### config.mk
export PLATFORM = sky130hd
export DESIGN_NAME = fm_sb_freeze_mon
export DESIGN_NICKNAME = d
export VERILOG_FILES = /design/src/rtl/fm_sb_pkg.sv /design/src/rtl/fm_sb_init_sweep.sv /design/src/rtl/fm_sb_freeze_mon.sv
export SDC_FILE = /design/constraint.sdc
export NUM_CORES = 1
export LEC_CHECK = 0
export ABC_AREA = 1
export CORE_MARGIN = 2
export CORE_UTILIZATION = 52
export CTS_CLUSTER_DIAMETER = 150
export DETAILED_ROUTE_END_ITERATION = 6
export PLACE_DENSITY_LB_ADDON = 0.08
export SETUP_SLACK_MARGIN = 0.05
export SYNTH_ARGS = -nofsm -noshare
export SYNTH_HDL_FRONTEND = slang
export SYNTH_SLANG_ARGS = --single-unit
### constraint.sdc
create_clock -name axi_clk -period 7 [get_ports axi_clk]
set_clock_uncertainty 0.15 [all_clocks]
set_input_delay 1.4 -clock axi_clk [delete_from_list [all_inputs] [get_ports axi_clk]]
set_output_delay 1.4 -clock axi_clk [all_outputs]
set_load 0.005 [all_outputs]
### src/rtl/fm_sb_pkg.sv
// Shared types and constants for the FM spybuffer freeze monitor.
package fm_sb_pkg;

  // Upper bound on spybuffers the monitor registers can report.
  localparam int FM_SB_MAX_N = 64;

  // Number of spybuffers mapped in the current FM build.
  localparam int sb_mapped_n = 40;

  // Freeze handshake states; encodings are visible to software via fsm_state.
  typedef enum logic [2:0] {
    ST_IDLE      = 3'd0,
    ST_FREEZING  = 3'd1,
    ST_FROZEN    = 3'd2,
    ST_RELEASING = 3'd3,
    ST_TIMEOUT   = 3'd4
  } fm_sb_mon_state_t;

endpackage

### src/rtl/fm_sb_init_sweep.sv
// Spy memory clear sequencer: rising-edge trigger, address sweep, done pulse.
module fm_sb_init_sweep #(
  parameter int MEM_AW = 10
) (
  input  logic              clk,
  input  logic              rst_n,
  input  logic              init_req,
  output logic              busy,
  output logic              we,
  output logic [MEM_AW-1:0] addr,
  output logic              done
);

  logic              req_prev_q, req_prev_d;
  logic              busy_q, busy_d;
  logic [MEM_AW-1:0] addr_q, addr_d;
  logic              last;

  // Next-state for the sweep: start on a fresh edge while idle, step, stop after the top address.
  always_comb begin
    req_prev_d = init_req;
    busy_d     = busy_q;
    addr_d     = addr_q;
    last       = busy_q && (addr_q == '1);
    if (busy_q) begin
      if (last) begin
        busy_d = 1'b0;
        addr_d = '0;
      end else begin
        addr_d = addr_q + MEM_AW'(1);
      end
    end else if (init_req && !req_prev_q) begin
      busy_d = 1'b1;
      addr_d = '0;
    end
  end

  // Sweep registers; reset aborts any sweep in progress without a done pulse.
  always_ff @(posedge clk) begin
    if (!rst_n) begin
      req_prev_q <= 1'b0;
      busy_q     <= 1'b0;
      addr_q     <= '0;
    end else begin
      req_prev_q <= req_prev_d;
      busy_q     <= busy_d;
      addr_q     <= addr_d;
    end
  end

  assign busy = busy_q;
  assign we   = busy_q;
  assign addr = addr_q;
  assign done = last;

endmodule

### src/rtl/fm_sb_freeze_mon.sv
// Freeze/init responder for the FM spybuffer bank (axi_clk domain).
module fm_sb_freeze_mon
  import fm_sb_pkg::*;
#(
  parameter int SB_N   = sb_mapped_n,
  parameter int TO_W   = 16,
  parameter int MEM_AW = 10
) (
  input  logic                         axi_clk,
  input  logic                         axi_reset_n,
  input  logic [SB_N-1:0]              freeze,
  input  logic [SB_N-1:0]              sb_frozen,
  input  logic                         init_spy_mem,
  input  logic [TO_W-1:0]              timeout_cycles,
  input  logic                         err_clr,
  output logic [2:0]                   fsm_state,
  output logic                         all_frozen,
  output logic                         freeze_err,
  output logic [31:0]                  frozen_mask_0,
  output logic [31:0]                  frozen_mask_1,
  output logic [$clog2(SB_N+1)-1:0]    frozen_cnt,
  output logic                         init_busy,
  output logic                         init_we,
  output logic [MEM_AW-1:0]            init_addr,
  output logic                         init_done
);

  localparam int CNT_W = $clog2(SB_N + 1);

  fm_sb_mon_state_t  state_q, state_d;
  logic [SB_N-1:0]   req_q, req_d;
  logic [SB_N-1:0]   ack_q, ack_d;
  logic [SB_N-1:0]   snap_q, snap_d;
  logic [TO_W-1:0]   timer_q, timer_d;
  logic              err_q, err_d;
  logic              timeout_hit;
  logic              err_set;
  logic              entering;
  logic [FM_SB_MAX_N-1:0] ack_ext;
  logic [CNT_W-1:0]  cnt_v;

  // Handshake FSM: next state, snapshot capture, timer and sticky error.
  always_comb begin
    req_d       = freeze;
    ack_d       = sb_frozen;
    state_d     = state_q;
    snap_d      = snap_q;
    timer_d     = timer_q;
    err_set     = 1'b0;
    timeout_hit = (timeout_cycles != '0) && (timer_q == (timeout_cycles - TO_W'(1)));

    case (state_q)
      ST_IDLE: begin
        if (req_q != '0) state_d = ST_FREEZING;
      end
      ST_FREEZING: begin
        if (req_q == '0) begin
          state_d = ST_RELEASING;
        end else if ((ack_q & snap_q) == snap_q) begin
          state_d = ST_FROZEN;
        end else if (timeout_hit) begin
          state_d = ST_TIMEOUT;
          err_set = 1'b1;
        end
      end
      ST_FROZEN: begin
        if (req_q == '0) begin
          state_d = ST_RELEASING;
        end else if (req_q != snap_q) begin
          state_d = ST_FREEZING;
        end
      end
      ST_RELEASING: begin
        if (req_q != '0) begin
          state_d = ST_FREEZING;
        end else if ((ack_q & snap_q) == '0) begin
          state_d = ST_IDLE;
        end else if (timeout_hit) begin
          state_d = ST_TIMEOUT;
          err_set = 1'b1;
        end
      end
      ST_TIMEOUT: begin
        if ((req_q == '0) && (ack_q == '0)) state_d = ST_IDLE;
      end
      default: state_d = ST_IDLE;
    endcase

    entering = (state_d != state_q) &&
               ((state_d == ST_FREEZING) || (state_d == ST_RELEASING));

    if ((state_d == ST_FREEZING) && (state_q != ST_FREEZING)) snap_d = req_q;

    if (entering) begin
      timer_d = '0;
    end else if (((state_q == ST_FREEZING) || (state_q == ST_RELEASING)) && (timer_q != '1)) begin
      timer_d = timer_q + TO_W'(1);
    end

    err_d = err_q;
    if (err_clr) err_d = 1'b0;
    if (err_set) err_d = 1'b1;
  end

  // State and input registers; reset returns to IDLE with every flag clear.
  always_ff @(posedge axi_clk) begin
    if (!axi_reset_n) begin
      state_q <= ST_IDLE;
      req_q   <= '0;
      ack_q   <= '0;
      snap_q  <= '0;
      timer_q <= '0;
      err_q   <= 1'b0;
    end else begin
      state_q <= state_d;
      req_q   <= req_d;
      ack_q   <= ack_d;
      snap_q  <= snap_d;
      timer_q <= timer_d;
      err_q   <= err_d;
    end
  end

  // Status views of the registered acks: zero-extended masks and popcount.
  always_comb begin
    ack_ext = '0;
    ack_ext[SB_N-1:0] = ack_q;
    cnt_v = '0;
    for (int i = 0; i < SB_N; i++) begin
      cnt_v = cnt_v + CNT_W'(ack_q[i]);
    end
  end

  assign fsm_state     = state_q;
  assign all_frozen    = (state_q == ST_FROZEN);
  assign freeze_err    = err_q;
  assign frozen_mask_0 = ack_ext[31:0];
  assign frozen_mask_1 = ack_ext[63:32];
  assign frozen_cnt    = cnt_v;

  fm_sb_init_sweep #(
    .MEM_AW (MEM_AW)
  ) u_init_sweep (
    .clk      (axi_clk),
    .rst_n    (axi_reset_n),
    .init_req (init_spy_mem),
    .busy     (init_busy),
    .we       (init_we),
    .addr     (init_addr),
    .done     (init_done)
  );

endmodule

-- Word level (Yosys, flattened, before mapping)
Cells that the tools add are included.
- word-level logic and storage cells: 109
- output and inout bits: 88
- flip-flop bits (word level): 152
- add/subtract/negate cells: 42
- mux-type cells: 24
- reduce and logical (&&, ||, !) cells: 19
- equality and inequality tests: 13
- bitwise logic cells: 2
- operators with widths (operator ; number):
    $add 6x1->6 ; 34
    $logic_not 40->1 ; 3
    $and 40x40->40 ; 1
    $eq 40x40->1 ; 1
    $ne 40x40->1 ; 1
    $reduce_bool 40->1 ; 1
    $mux 10 ; 3
    $mux 3 ; 9
    $add 16x1->16 const B ; 1
    $eq 16x16->1 ; 1
    $ne 16x16->1 const B ; 1
    $reduce_bool 16->1 ; 1
    $sub 16x1->16 const B ; 1
    $pmux 3 s5 ; 1
    $add 10x1->10 const B ; 1
    $eq 10x10->1 const B ; 1
    $mux 1 ; 10
    $eq 3x2->1 const B ; 3
    $logic_and 1x1->1 ; 7
    $add 5x1->6 ; 1
    $eq 3x1->1 const B ; 2
    $add 4x1->5 ; 1
    $add 3x1->4 ; 1
    $reduce_bool 2->1 ; 2
    11 further kinds ; 12

-- Logic depth before layout (Yosys ltp)
- depth after elaboration: 39
- mapped depth: 20
- gate-level depth less buffers: 19

-- Hierarchy
From an unflattened synthesis, not the netlist that was laid out.
- cells, all modules: 1297
- area total of the unflattened synthesis: 9037.4 µm²
- modules (own cells, without submodules) (module ; cells an instance ; times used ; area an instance (µm²)):
    fm_sb_freeze_mon ; 1204 ; 1 ; 8406.8
    fm_sb_init_sweep ; 93 ; 1 ; 630.6

-- Least setup slack after synthesis
OpenSTA, ideal clock, no wires.
- path kind: flip-flop to output port
- start: register ack_q[17]
- end: output port frozen_cnt[5]
- arrival time: 4.902 ns
- path buffers: 0
- stages on the path, launching flop included: 18
- setup slack: 0.548 ns
- cells stage by stage: dfxtp_1 > fa_1 > inv_1 > fa_1 > inv_1 > fa_1 > fa_1 > inv_1 > fa_1 > fa_1 > fa_1 > inv_1 > ha_1 > nand2_1 > nor2_1 > a211oi_1 > o21bai_1 > a21o_1
- word-level cells in the longest chain between the ends: 23
- ends and longest elaborated chain (what ; line ; text):
    start, declared ; fm_sb_freeze_mon.sv:32 ; logic [SB_N-1:0] ack_q, ack_d;
    start signal, assigned ; fm_sb_freeze_mon.sv:117 ; ack_q <= ack_d;
    $add 6x1->6 (23 in series) ; fm_sb_freeze_mon.sv:130 ; cnt_v = cnt_v + CNT_W'(ack_q[i]);
    end, declared ; fm_sb_freeze_mon.sv:21 ; output logic [$clog2(SB_N+1)-1:0] frozen_cnt,
No other way between the ends.

-- Worst setup path in the final report
- start: register ack_q[0]
- end: output port frozen_cnt[5]
- word-level cells in the longest chain between the ends: 39
- ends and longest elaborated chain (what ; line):
    $add 1x1->2 ; fm_sb_freeze_mon.sv:130
    $add 2x1->3 ; fm_sb_freeze_mon.sv:130
    $add 3x1->4 ; fm_sb_freeze_mon.sv:130
    $add 4x1->5 ; fm_sb_freeze_mon.sv:130
    $add 5x1->6 ; fm_sb_freeze_mon.sv:130
    $add 6x1->6 (34 in series) ; fm_sb_freeze_mon.sv:130
No other way between the ends.

==> flow_summary.ini <==
[run_status]
run_status = finished, violations left
failing_checks = setup timing

[setup_path]
timing.critical_path.fanout_max = 2
crit_required_ns = 5.45
setup.worst_path.start_class = register
r2r_setup_slack_ns = 3.59
crit_arrival_ns = 5.52
r2r_cells = 16
r2r_end = snap_q[13]
rr_startpoint = ack_q[0]
criticalPathCategory = reg -> out
worstSetupEndpointType = primary output

[clock_network]
clock_sink_count = 152
cts_made_buffers = 17
holdBufCountCts = 0
maximum_level_of_the_cts_h_tree = 4
clock_tree.root_cell = sky130_fd_sc_hd__clkbuf_16
ctsLongestPathBuffers = 2
skew_pair_late_insertion_delay_ns = 0.43
tritoncts = yes
cts.reportedPaths.clkPinSlew_ns = 0.06

[sta]
slew_violations = 0
final-hold-violation-count = 0
timing.final.crit_period_ns = 7.07
unrepaired_setup_endpoints_after_global_routing = true
worst_pin_slew_ns = 0.850
clock.fmax_mhz = 141
final.period_utilization_pct = 101
final_critical_path_setup_slack_ns = -0.0728
rel_slew_slack_pct = 43.3
setup_viol = 2

[global_routing]
first_pass_grt_wire_length_microns = 37800
gr_overflow_total = 0
grt_pass1_vias = 7792
grt.total_usage_pct = 26.5
grt_start_max_net_pins = 82
grt_antenna_before_repair = 0

[cells_and_area]
area_growth_syn_to_fin_pct = 27.6
layout-drive-gt1-share_pct = 7.59
layout.cells.non_filler = 1741
nets = 1651
layout.core_utilization_pct = 67.2
postLayoutCellArea_sq_um = 11500
antenna-diode-count = 0

[synth]
flops_latches_synth = 152
synth_cell_type_count = 42
synth.avg_cell_area_sq_um = 6.79
area_share_of_the_largest_cell_type_after_synthesis_pct = 33.8
syn_area_sq_um = 9010
synth-edff-count = 0
synthTopCellsByCount = 358 x sky130_fd_sc_hd__nand2_1, 279 x sky130_fd_sc_hd__inv_1, 152 x sky130_fd_sc_hd__dfxtp_1, 132 x sky130_fd_sc_hd__nor2_1, 69 x sky130_fd_sc_hd__nand3_1
ys_dominant_reg_cell = sky130_fd_sc_hd__dfxtp_1
synth_most_common_cell = sky130_fd_sc_hd__nand2_1
cells_taking_the_most_area_after_synthesis = sky130_fd_sc_hd__dfxtp_1 34%, sky130_fd_sc_hd__nand2_1 15%, sky130_fd_sc_hd__inv_1 12%, sky130_fd_sc_hd__fa_1 6.9%, sky130_fd_sc_hd__nor2_1 5.5%
post-synth-top-area-cell = sky130_fd_sc_hd__dfxtp_1
postSynth.asyncResetShare_pct = 0
synth_warn = 0
syn-instance-count = 1328
synth-seq-area-share_pct = 33.8

[die]
initial_core_util_pct = 52.6
io-pin-count = 188
die-area_sq_um = 18400
core_region_area_sq_um = 17100
dieWidth_microns = 136
die_extent_in_y_microns = 136
std_cell_rows = 48

[placement]
gp_congestion = 0.948
dpl_cell_area_sq_um = 10800
dpl.cell_count = 1706
preCtsSetupSlack_ns = -0.147
numPortBuffers = 163
dpl.hpwl_microns = 18100

[worst_hold_path]
hold_depth = 2
hold_path.class = reg -> reg
whs_endpoint = freeze_err
timing.hold.worst.start = freeze_err

[power]
total_power_consumption_mw = 3.37
cellLeakagePower_nw = 5.65
internal-power_mw = 2.22
power_per_cell_area_nw_per_um2 = 293
pwr-share-seq_pct = 29.0
pwr-share-clk_pct = 28.6
switching_share_pct = 34.1
power.share.combinational_pct = 42.4
max_vdd_drop_mv = 0.700
p_switching_mw = 1.15

[drt]
antenna_violating_nets_left = 0
wl_per_cell_microns = 13.5
drtPass1Iterations = 5
remaining_drc_errors = 0
detailedRoute.firstIterationViolations = 471
vias = 8390
route.detailed.vias_per_inst = 4.82
post_route_wl_microns = 23500

[run]
drv_cap = 0
-- how the worst max path moves through the flow --
stage	start	endpoint	slack, ns	cells past startpoint
6_report	ack_q[0]	frozen_cnt[5]	-0.07	17
5_1_grt	ack_q[9]	frozen_cnt[5]	-0.26	17
4_1_cts	ack_q[27]	frozen_cnt[5]	-0.10	19
3_5_place_dp	ack_q[23]	frozen_cnt[5]	-0.15	18
3_3_place_gp	ack_q[23]	frozen_cnt[5]	-0.05	18
2_1_floorplan	ack_q[17]	frozen_cnt[5]	0.55	17
-- worst max-delay path: stages, from the launching register on --
cell	delay [ns]
sky130_fd_sc_hd__dfxtp_2	0.33
sky130_fd_sc_hd__fa_1	0.53
sky130_fd_sc_hd__inv_1	0.08
sky130_fd_sc_hd__fa_2	0.37
sky130_fd_sc_hd__fa_1	0.51
sky130_fd_sc_hd__fa_1	0.53
sky130_fd_sc_hd__fa_1	0.58
sky130_fd_sc_hd__fa_1	0.45
sky130_fd_sc_hd__fa_1	0.59
sky130_fd_sc_hd__inv_1	0.06
sky130_fd_sc_hd__ha_1	0.27
sky130_fd_sc_hd__nand2_1	0.07
sky130_fd_sc_hd__nor2_1	0.04
sky130_fd_sc_hd__a211oi_2	0.19
sky130_fd_sc_hd__buf_4	0.15
sky130_fd_sc_hd__o21bai_1	0.06
sky130_fd_sc_hd__a21o_1	0.16
sky130_fd_sc_hd__buf_2	0.12
-- placed cells by master, fill, tap and decap left out, types with 2 or more instances in the layout --
master                            instances
sky130_fd_sc_hd__clkbuf_16               17
sky130_fd_sc_hd__nor2_4                  15
sky130_fd_sc_hd__nand2_4                  2
sky130_fd_sc_hd__o22ai_1                  9
sky130_fd_sc_hd__fa_1                    23
sky130_fd_sc_hd__clkinv_1                 2
sky130_fd_sc_hd__nor2_2                   4
sky130_fd_sc_hd__dfxtp_2                  3
sky130_fd_sc_hd__inv_1                  272
sky130_fd_sc_hd__nand2_2                  4
sky130_fd_sc_hd__nor3_1                  16
sky130_fd_sc_hd__nand3b_1                 2
sky130_fd_sc_hd__o21ai_0                 33
sky130_fd_sc_hd__clkdlybuf4s50_1        157
sky130_fd_sc_hd__a21oi_1                 53
sky130_fd_sc_hd__conb_1                  24
sky130_fd_sc_hd__clkinv_4                 2
sky130_fd_sc_hd__a221oi_1                 2
sky130_fd_sc_hd__nor2_1                 132
sky130_fd_sc_hd__xnor2_1                 23
sky130_fd_sc_hd__buf_4                   28
sky130_fd_sc_hd__nand4_1                 18
sky130_fd_sc_hd__fa_2                     8
sky130_fd_sc_hd__nor4_1                  14
sky130_fd_sc_hd__nand2_1                358
sky130_fd_sc_hd__bufinv_16                3
sky130_fd_sc_hd__clkinvlp_4               3
sky130_fd_sc_hd__buf_6                    2
sky130_fd_sc_hd__buf_2                    4
sky130_fd_sc_hd__dfxtp_1                149
sky130_fd_sc_hd__ha_1                    15
sky130_fd_sc_hd__inv_6                    4
sky130_fd_sc_hd__nand3_1                 69
sky130_fd_sc_hd__inv_2                    7
sky130_fd_sc_hd__xor2_1                  22
-- flip-flops by register name (all words and copies together), names as in the netlist --
signal / flops
ack_q: 40
freeze_err: 1
fsm_state: 3
req_q: 40
snap_q: 40
timer_q: 16
u_init_sweep.addr: 10
u_init_sweep.busy: 1
u_init_sweep.req_prev_q: 1
-- through the flow --
stage,hold WS (ns),setup TNS [ns]
floorplan,0.302,0
CTS,0.323,-0.264
global route,0.334,-0.688
finish,0.316,-0.0887
global placement,0.309,-0.0855
detailed placement,0.315,-0.261
-- area by class of cell --
class / count / area (sq um)
Clock buffer: 18 / 439
Clock inverter: 13 / 170
Fill cell: 1562 / 5620
Inverter: 282 / 1060
Multi-Input combinational cell: 860 / 4670
Sequential cell: 152 / 3050
Tap cell: 225 / 282
Timing Repair Buffer: 191 / 1820
-- power by group through the flow --
stage	clock (mW)	combinational, mW	sequential (mW)
after detailed placement	0	1.32	0.992
after floorplan	0	0.781	0.980
after global placement	0	1.30	0.991
after global routing	1.01	1.60	0.982
after CTS	0.969	1.34	0.974
final	0.963	1.43	0.976
-- cell families (layout without fill, tap and decap cells) --
kind of cell               count (synthesis)  after routing  share of synthesized area (%)
and+or+nand+nor                          638            638                           30.5
buffers and inverters                    339            504                           15.8
DFF                                      152            152                           33.8
AOI/OAI and AO/OA                        105            105                           6.25
adders and majority gates                 47             47                           9.11
xor gates and xnor gates                  45             45                           4.37
other                                      1             24                         0.0416
muxes                                      1              1                          0.111
-- routing by layer --
layer / up-vias / part of all wire [%] / track usage (%)
li1: 4305 / - / -
met1: 3767 / 42 / 33.0
met2: 280 / 49 / 45.5
met3: 38 / 6.6 / 5.50
met4: 0 / 2.4 / 9.26
met5: - / 0 / 0
-- repair_timing --
| action | in CTS | in global routing |
|---|---|---|
| resized for setup | 37 | 9 |
| setup endpoints to repair | 5 | 6 |
| pin swaps | 15 | 11 |
| buffers inserted | 4 | 0 |
No activity file was read; power rests on OpenSTA's default activity.
